**config.mk**
```make
export PLATFORM = sky130hd
export DESIGN_NAME = mmio_ctrl
export DESIGN_NICKNAME = d
export VERILOG_FILES = /design/src/rtl/mmio_ctrl.sv
export SDC_FILE = /design/constraint.sdc
export NUM_CORES = 1
export LEC_CHECK = 0
export CAP_MARGIN = 20
export CORE_AREA = 4 4 139 168
export DETAILED_ROUTE_END_ITERATION = 10
export DIE_AREA = 0 0 143 172
export GPL_TIMING_DRIVEN = 1
export PLACE_DENSITY_LB_ADDON = 0.3
export SLEW_MARGIN = 20
export SYNTH_ARGS = -nofsm -noshare
export SYNTH_HDL_FRONTEND = slang
export SYNTH_SLANG_ARGS = --single-unit
export TNS_END_PERCENT = 5
```
**constraint.sdc**
```tcl
create_clock -name clk -period 2.7 [get_ports clk]
set_input_delay 0.27 -clock clk [delete_from_list [all_inputs] [get_ports clk]]
set_output_delay 0.27 -clock clk [all_outputs]
set_load 0.02 [all_outputs]
```
**src/rtl/mmio_ctrl.sv**
```systemverilog
// rtl/mmio_ctrl.sv - IO-region load/store decode, cycle/retire counters,
// UART RX buffer FIFO and one-entry UART TX holding register.
module mmio_ctrl #(
  parameter int unsigned RX_DEPTH = 4,
  parameter logic [31:0] IO_BASE  = 32'h8000_0000
) (
  input  logic        clk,
  input  logic        rst,
  input  logic [31:0] addr_s2,
  input  logic [31:0] wdata_s2,
  input  logic        load_s2,
  input  logic        store_s2,
  input  logic        flush_s2,
  input  logic        retire_s3,
  input  logic [7:0]  uart_rx_data_out,
  input  logic        uart_rx_data_out_valid,
  output logic        uart_rx_data_out_ready,
  output logic [7:0]  uart_tx_data_in,
  output logic        uart_tx_data_in_valid,
  input  logic        uart_tx_data_in_ready,
  output logic        uart_rx_valid_s3,
  output logic        uart_tx_ready_s3,
  output logic [7:0]  uart_rx_out_s3,
  output logic [31:0] cyc_counter,
  output logic [31:0] instr_counter
);
  localparam int unsigned AW = $clog2(RX_DEPTH);
  localparam logic [AW:0]   FULL_CNT = (AW + 1)'(RX_DEPTH);
  localparam logic [AW-1:0] PTR_ONE  = AW'(1);
  localparam logic [AW:0]   CNT_ONE  = (AW + 1)'(1);
  localparam logic [2:0] OFF_RX_DATA = 3'd1;
  localparam logic [2:0] OFF_TX_DATA = 3'd2;
  localparam logic [2:0] OFF_CNT_RST = 3'd6;

  logic [7:0]    rx_mem [RX_DEPTH];
  logic [AW-1:0] rd_ptr, wr_ptr;
  logic [AW:0]   rx_count;
  logic          tx_full;
  logic [2:0]    offset;
  logic          io_hit, rx_empty, rx_full, rx_pop, rx_push;
  logic          tx_store, tx_accept, tx_drain, cnt_clear;
  logic          unused_bits;

  // Only the word index within the region matters; upper offset bits alias.
  assign offset    = addr_s2[4:2];
  assign io_hit    = (addr_s2[31:30] == IO_BASE[31:30]) && !flush_s2;
  assign rx_empty  = (rx_count == '0);
  assign rx_full   = (rx_count == FULL_CNT);
  assign rx_pop    = io_hit && load_s2 && (offset == OFF_RX_DATA) && !rx_empty;
  // A pop frees the head slot this cycle, so a full FIFO can still take a byte.
  assign rx_push   = uart_rx_data_out_valid && (!rx_full || rx_pop);
  assign tx_store  = io_hit && store_s2 && (offset == OFF_TX_DATA);
  assign tx_drain  = tx_full && uart_tx_data_in_ready;
  assign tx_accept = tx_store && (!tx_full || uart_tx_data_in_ready);
  assign cnt_clear = io_hit && store_s2 && (offset == OFF_CNT_RST);

  assign uart_rx_data_out_ready = !rx_full;
  assign uart_tx_data_in_valid  = tx_full;
  assign unused_bits = ^{addr_s2[29:5], addr_s2[1:0], wdata_s2[31:8], IO_BASE[29:0]};

  always_ff @(posedge clk) begin
    if (rx_push) rx_mem[wr_ptr] <= uart_rx_data_out;
  end

  always_ff @(posedge clk) begin
    if (rst) begin
      rd_ptr   <= '0;
      wr_ptr   <= '0;
      rx_count <= '0;
    end else begin
      if (rx_push) wr_ptr <= wr_ptr + PTR_ONE;
      if (rx_pop)  rd_ptr <= rd_ptr + PTR_ONE;
      if (rx_push && !rx_pop)      rx_count <= rx_count + CNT_ONE;
      else if (rx_pop && !rx_push) rx_count <= rx_count - CNT_ONE;
    end
  end

  // Stage-3 view lags by one cycle to line up with the memory read path.
  always_ff @(posedge clk) begin
    if (rst) begin
      uart_rx_valid_s3 <= 1'b0;
      uart_tx_ready_s3 <= 1'b1;
      uart_rx_out_s3   <= 8'h00;
    end else begin
      uart_rx_valid_s3 <= !rx_empty;
      uart_tx_ready_s3 <= !tx_full;
      uart_rx_out_s3   <= rx_pop ? rx_mem[rd_ptr] : 8'h00;
    end
  end

  always_ff @(posedge clk) begin
    if (rst) begin
      tx_full         <= 1'b0;
      uart_tx_data_in <= 8'h00;
    end else if (tx_accept) begin
      tx_full         <= 1'b1;
      uart_tx_data_in <= wdata_s2[7:0];
    end else if (tx_drain) begin
      tx_full         <= 1'b0;
    end
  end

  always_ff @(posedge clk) begin
    if (rst || cnt_clear) begin
      cyc_counter   <= 32'd0;
      instr_counter <= 32'd0;
    end else begin
      cyc_counter <= cyc_counter + 32'd1;
      if (retire_s3) instr_counter <= instr_counter + 32'd1;
    end
  end
endmodule

```
# Word-level counts from Yosys, hierarchy flattened
# Memory sizes are Yosys's and may differ from the RTL's. A register that Yosys moved wholly into a read port is not among the register bits.
# Cells that the tools add are included.
# totals
register_bits	82
latch_bits	0
ram_bits	32
rom_bits	0
input_bits	80
mem_count	1
# op_classes
add_sub_neg	6
n_mul	0
div	0
n_lt_le_gt_ge	0
n_eq_ne	5
shift	0
mux	6
bitwise_logic	1
n_reduce_logical	25
# mem_list
memory	depth	word_bits	rd	rd_clocked_by_memory_dff	write_ports	line	rtl
rx_mem	4	8	1	1	1	35	logic [7:0] rx_mem [RX_DEPTH];
# op_table
cell	count
32-bit by 1-bit adder with 32-bit output, second input constant	2
1-bit logical AND	12
3-bit == test, second input constant	2
1-bit logical NOT	6
3-bit 2-to-1 mux	2
2-bit by 1-bit adder with 2-bit output, second input constant	2
1-bit 2-to-1 mux	4
2-bit nonzero test	2
3-bit by 1-bit adder with 3-bit output, second input constant	1
3-bit by 1-bit == test with 1-bit output, second input constant	1
3-bit by 2-bit == test with 1-bit output, second input constant	1
3-bit logical NOT	1
1-bit logical OR	3
3-bit by 1-bit subtractor with 3-bit output, second input constant	1
2-bit == test, second input constant	1
2-bit OR reduction	1
1-bit inverter	1

# Depth between registers and ports, before layout
# logic_depth
ltp_word	11
mapped_depth	9

# Worst setup path before layout
# Ideal clock, no wire load.
# synth_path
path_type	input -> register
start	in addr_s2[3]
end	reg rx_count[2]
setup_time_ns	0.070
t_arrival_ns	2.233
path_slack_ns	0.397
stages	9
cell_sequence	nor4bb_1 > a21oi_1 > nor2_1 > ha_1 > inv_1 > fa_1 > xor2_1 > or3_1 > a21oi_1
# synth_via
elab_chain_len	8
elab_cells_between_ends	11
# synth_lines
element	line	rtl
start, declared	9	input logic [31:0] addr_s2,
3-bit by 1-bit == test with 1-bit output *	49	assign rx_pop = io_hit && load_s2 && (offset == OFF_RX_DATA) && !rx_empty;
1-bit logical AND * (2 in series)	49	
1-bit logical OR *	51	assign rx_push = uart_rx_data_out_valid && (!rx_full || rx_pop);
1-bit logical AND *	51	
named net rx_push	40	logic io_hit, rx_empty, rx_full, rx_pop, rx_push;
1-bit logical NOT	74	else if (rx_pop && !rx_push) rx_count <= rx_count - CNT_ONE;
1-bit logical AND	74	
2-bit nonzero test (no source line)	-	
end signal, assigned	73	if (rx_push && !rx_pop) rx_count <= rx_count + CNT_ONE;
end signal, assigned	74	
end, declared	37	logic [AW:0] rx_count;
# The timed path passes the listed nets; every way through them passes the cells marked *.
# A chain may end at the register's enable or synchronous reset.

# Worst setup path in the final report
# layout_path
start	in addr_s2[2]
end	reg rx_count[2]
# Same word-level chain as after synthesis.

==> flow_results.org <==
** Final layout
- Fraction of layout instances using a drive strength above 1 :: 10.5%
- The library cell used most frequently in the layout, excluding fill and tap cells, is sky130_fd_sc_hd__clkdlybuf4s50_1.
- For this run, the post-layout net count is 696.
- Top library cells by usage in the layout, fill and taps aside :: sky130_fd_sc_hd__clkdlybuf4s50_1, sky130_fd_sc_hd__dfxtp_1, sky130_fd_sc_hd__nor2_1
- Counting the fill cells in the layout gives 2185.
- Relative to the synthesized area, the layout overhead comes to 40.7%.
- The number of antenna diodes in the final layout is 0.

** Pwr
- IR analysis of the VDD net gives a maximum drop of 0.387 mV.
- Pleak :: 2.39 nW
- PwrDens :: 626 nW/um^2

** Drt
- Length of the first detailed-routing pass in iterations :: 4
- WL/cell :: 14.8 um
- The detailed router finished its first iteration with 166 violations.
- Detailed routing inserted a total of 4210 vias.
- Wires add up to 13300 um.
- For this run, design rule violations remaining after detail routing come to 0.
- In the routed layout, each cell is associated on average with a via count of 4.70.
- The count of nets left with antenna violations once routing finished came out at 0.

** Min path
- Worst min-delay path category :: flop to flop
- Along the worst hold path, the cell count comes to 1.
- The startpoint identified for the worst hold timing path is uart_tx_data_in_valid.
- For hold timing, the worst endpoint is uart_tx_ready_s3.

** Synthesis
- Post-synthesis cell type count :: 42
- Number of instances in the synthesized netlist :: 487
- Netlist area before placement :: 5160 um^2
- Synth Net Count :: 575
- A synthesized cell averages 10.6 um^2.
- Flops & latches, synth :: 122
- Of the synthesized area, sequential elements account for 53.5%.
- Number of warnings reported in the yosys synthesis log :: 0

** STA
- Setup violations remaining at the end of the flow were counted as 0.
- For the pin with the worst max-slew slack, the measured transition is 0.645 ns.
- Max-slew violation count :: 0
- Worst-case headroom to the max-slew limit :: 56.9%
- Post-route clock period utilization :: 84.7%
- The final hold violation count is 0.
- RSZ-0062 raised after global routing :: false
- For the final database, setup skew stands at 0.00893 ns.
- In the post-route analysis, the smallest setup slack over all paths is 0.412 ns.
- FMAX :: 437 MHz
- Setup TNS Final :: 0 ns
- After layout, the minimum clock period comes to 2.29 ns.

** Placement
- Routability congestion estimate :: 0.739
- Detailed placement finished with a half-perimeter wire length of 9670 um.
- Number of input and output port buffers inserted :: 112
- Worst slack after detailed placement :: -0.0305 ns

** Critical path
- The worst setup path is of the input port to flop kind.
- Sort of element at the start of the critical path :: input port
- In this run the critical register-to-register path is captured at rx_count[2].
- The slowest stage of the critical path belongs to the cell sky130_fd_sc_hd__clkdlybuf4s50_1.
- Kind of end point of the critical path :: flop
- Register-to-Register Path Depth :: 9
- Worst stage delay on the critical path :: 0.47 ns
- Chain of cells forming the critical path :: clkdlybuf4s50_1, nor4bb_1, a21oi_1, nor2_1, ha_1, inv_1, fa_1, xor2_1, or3_1, a21oi_1
- Along the worst path, the maximum fanout reaches 2.
- Delay-heaviest family, CP :: simple AND/OR/NAND/NOR gates
- In this design, the critical path's most frequently occurring cell is sky130_fd_sc_hd__a21oi_1.
- In this run the critical register-to-register path is launched from rx_count[0].
- Data on the critical path is required at its endpoint by 3.03 ns.
- Critical path arrival :: 2.62 ns
- Setup slack on the worst reg-to-reg path comes out at 0.46 ns.
- Worst path bufs/invs :: 2

** Clock tree
- At the later pin of the worst-skew pair, clock insertion delay measures 0.41 ns.
- Post-CTS timing repair inserted 0 buffers for setup.
- TritonCTS built the clock tree.
- The tree is rooted in a sky130_fd_sc_hd__clkbuf_16.
- In this run the deepest clock path goes through 2 buffers.
- Hold_buf cts :: 0
- Clock transition at the registers of the reported paths :: 0.06 ns
- Clock tree synthesis found a total of 122 sinks.
- Buffers inserted during clock tree synthesis total 17.
- The number of gates resized after CTS was 0.
- The H-tree was split into 4 levels.

** Outcome
- Run status :: finished, final reports clean

** Global routing
- Total congestion overflow :: 0
- The number of global-route vias before repair was 4166.
- Overall global routing resource usage :: 11.0%
- Number of antenna violations at the first check in global routing :: 0
- The first global-routing pass estimated 21300 um of wire.
- Entering global routing, the biggest net connects 26 pins.

** Die
- Once the floorplan was initialized, standard cells occupied 23.9% of the core.
- The floorplan step defined a die boundary enclosing 24600 um^2.
- Pin placement for this block handled 164 I/O pins.
- Number of core rows :: 59
- Die extent in y :: 172 um
- Measured along the x axis, the die boundary spans 143 um.
- The region available for standard cell placement spans 21600 um^2.

** Run
- The tool flagged a number of max-cap violations equal to 0.
[layer usage]
layer / wire (um) / up-vias / global-route usage, %
met5: 0 / - / 0
met4: 187 / 0 / 4.22
met3: 421 / 12 / 2.46
met2: 6870 / 74 / 19.3
met1: 5790 / 2055 / 13.0
li1: - / 2069 / -
[cell families (layout without fill, tap and decap cells)]
group           count (synthesis)  after routing  synth area share (%)
fa+ha+maj                       8              8                  2.08
compound gates                 82             82                  9.41
xor+xnor                       28             28                  4.75
buf+inv                        33            167                  2.55
flops                         122            122                  53.5
simple gates                  195            195                  22.1
mux                            19             19                  5.62
[through the flow]
step | power (mW) | hold slack [ns] | utilization (%) | cell area [um^2] | instances
finish | 4.54 | 0.427 | 33.6 | 7260 | 895
global route | 4.73 | 0.446 | 33.6 | 7260 | 895
CTS | 4.62 | 0.438 | 33.6 | 7260 | 895
detailed placement | 2.30 | 0.416 | 30.8 | 6660 | 863
global placement | 2.28 | 0.394 | 30.8 | 6660 | 863
floorplan | 2.16 | 0.353 | - | 5160 | 487
[how the worst max path moves through the flow]
stage	endpoint	slack, ns	cells after the start	startpoint
floorplan	rx_count[2]	0.40	9	addr_s2[3]
global placement	rx_count[2]	0.02	10	addr_s2[2]
detailed placement	rx_count[2]	-0.03	10	addr_s2[2]
CTS	rx_count[2]	0.41	10	addr_s2[2]
global route	rx_count[2]	0.25	10	addr_s2[2]
finish	rx_count[2]	0.41	10	addr_s2[2]
[sequential cells by signal (all words and copies together) (netlist names)]
| signal | count |
|---|---|
| cyc_counter | 32 |
| instr_counter | 32 |
| rx_mem | 32 |
| uart_rx_out_s3 | 8 |
| uart_tx_data_in | 8 |
| rx_count | 3 |
| rd_ptr | 2 |
| wr_ptr | 2 |
| uart_rx_valid_s3 | 1 |
| uart_tx_data_in_valid | 1 |
| uart_tx_ready_s3 | 1 |
[cell type report]
class / count / area [um^2] / area share, %
Timing Repair Buffer: 125 / 1240 / 17.1
Multi-Input combinational cell: 332 / 2270 / 31.3
Clock inverter: 15 / 176 / 2.43
Tap cell: 274 / 343 / 4.72
Inverter: 10 / 37.5 / 0.517
Clock buffer: 17 / 425 / 5.86
Sequential cell: 122 / 2760 / 38.0
[synthesized netlist by cell type (all sizes together)]
master / count / area share, %
nor4: 2 / 0.24
edfxtp: 32 / 19
nand2b: 2 / 0.24
a31o: 1 / 0.17
and3: 11 / 1.4
xor2: 19 / 3.2
fa: 1 / 0.39
inv: 10 / 0.73
nand4: 19 / 2.8
or3b: 1 / 0.17
a21oi: 39 / 3.8
nand2: 23 / 1.7
and2: 4 / 0.48
a31oi: 1 / 0.12
o21ai: 13 / 1.3
and3b: 1 / 0.17
o31ai: 25 / 3.6
nor2: 41 / 3.0
buf: 7 / 0.65
or4: 27 / 4.0
and4: 11 / 1.9
or3: 12 / 1.5
nand3: 25 / 2.5
nor3b: 1 / 0.15
clkbuf: 16 / 1.2
ha: 7 / 1.7
xnor2: 9 / 1.5
a21o: 1 / 0.15
nor3: 3 / 0.29
mux4: 8 / 3.5
nor4bb: 2 / 0.39
dfxtp: 90 / 35
o21a: 2 / 0.29
mux2i: 11 / 2.1
nor2b: 10 / 1.2
[where the power goes]
part | internal [mW] | total [mW] | switching, mW
combinational | 0.143 | 0.285 | 0.142
clock | 1.32 | 2.29 | 0.967
sequential | 1.94 | 1.97 | 0.0322
total | 3.40 | 4.54 | 1.14
Power figures use the tool's default switching activity.
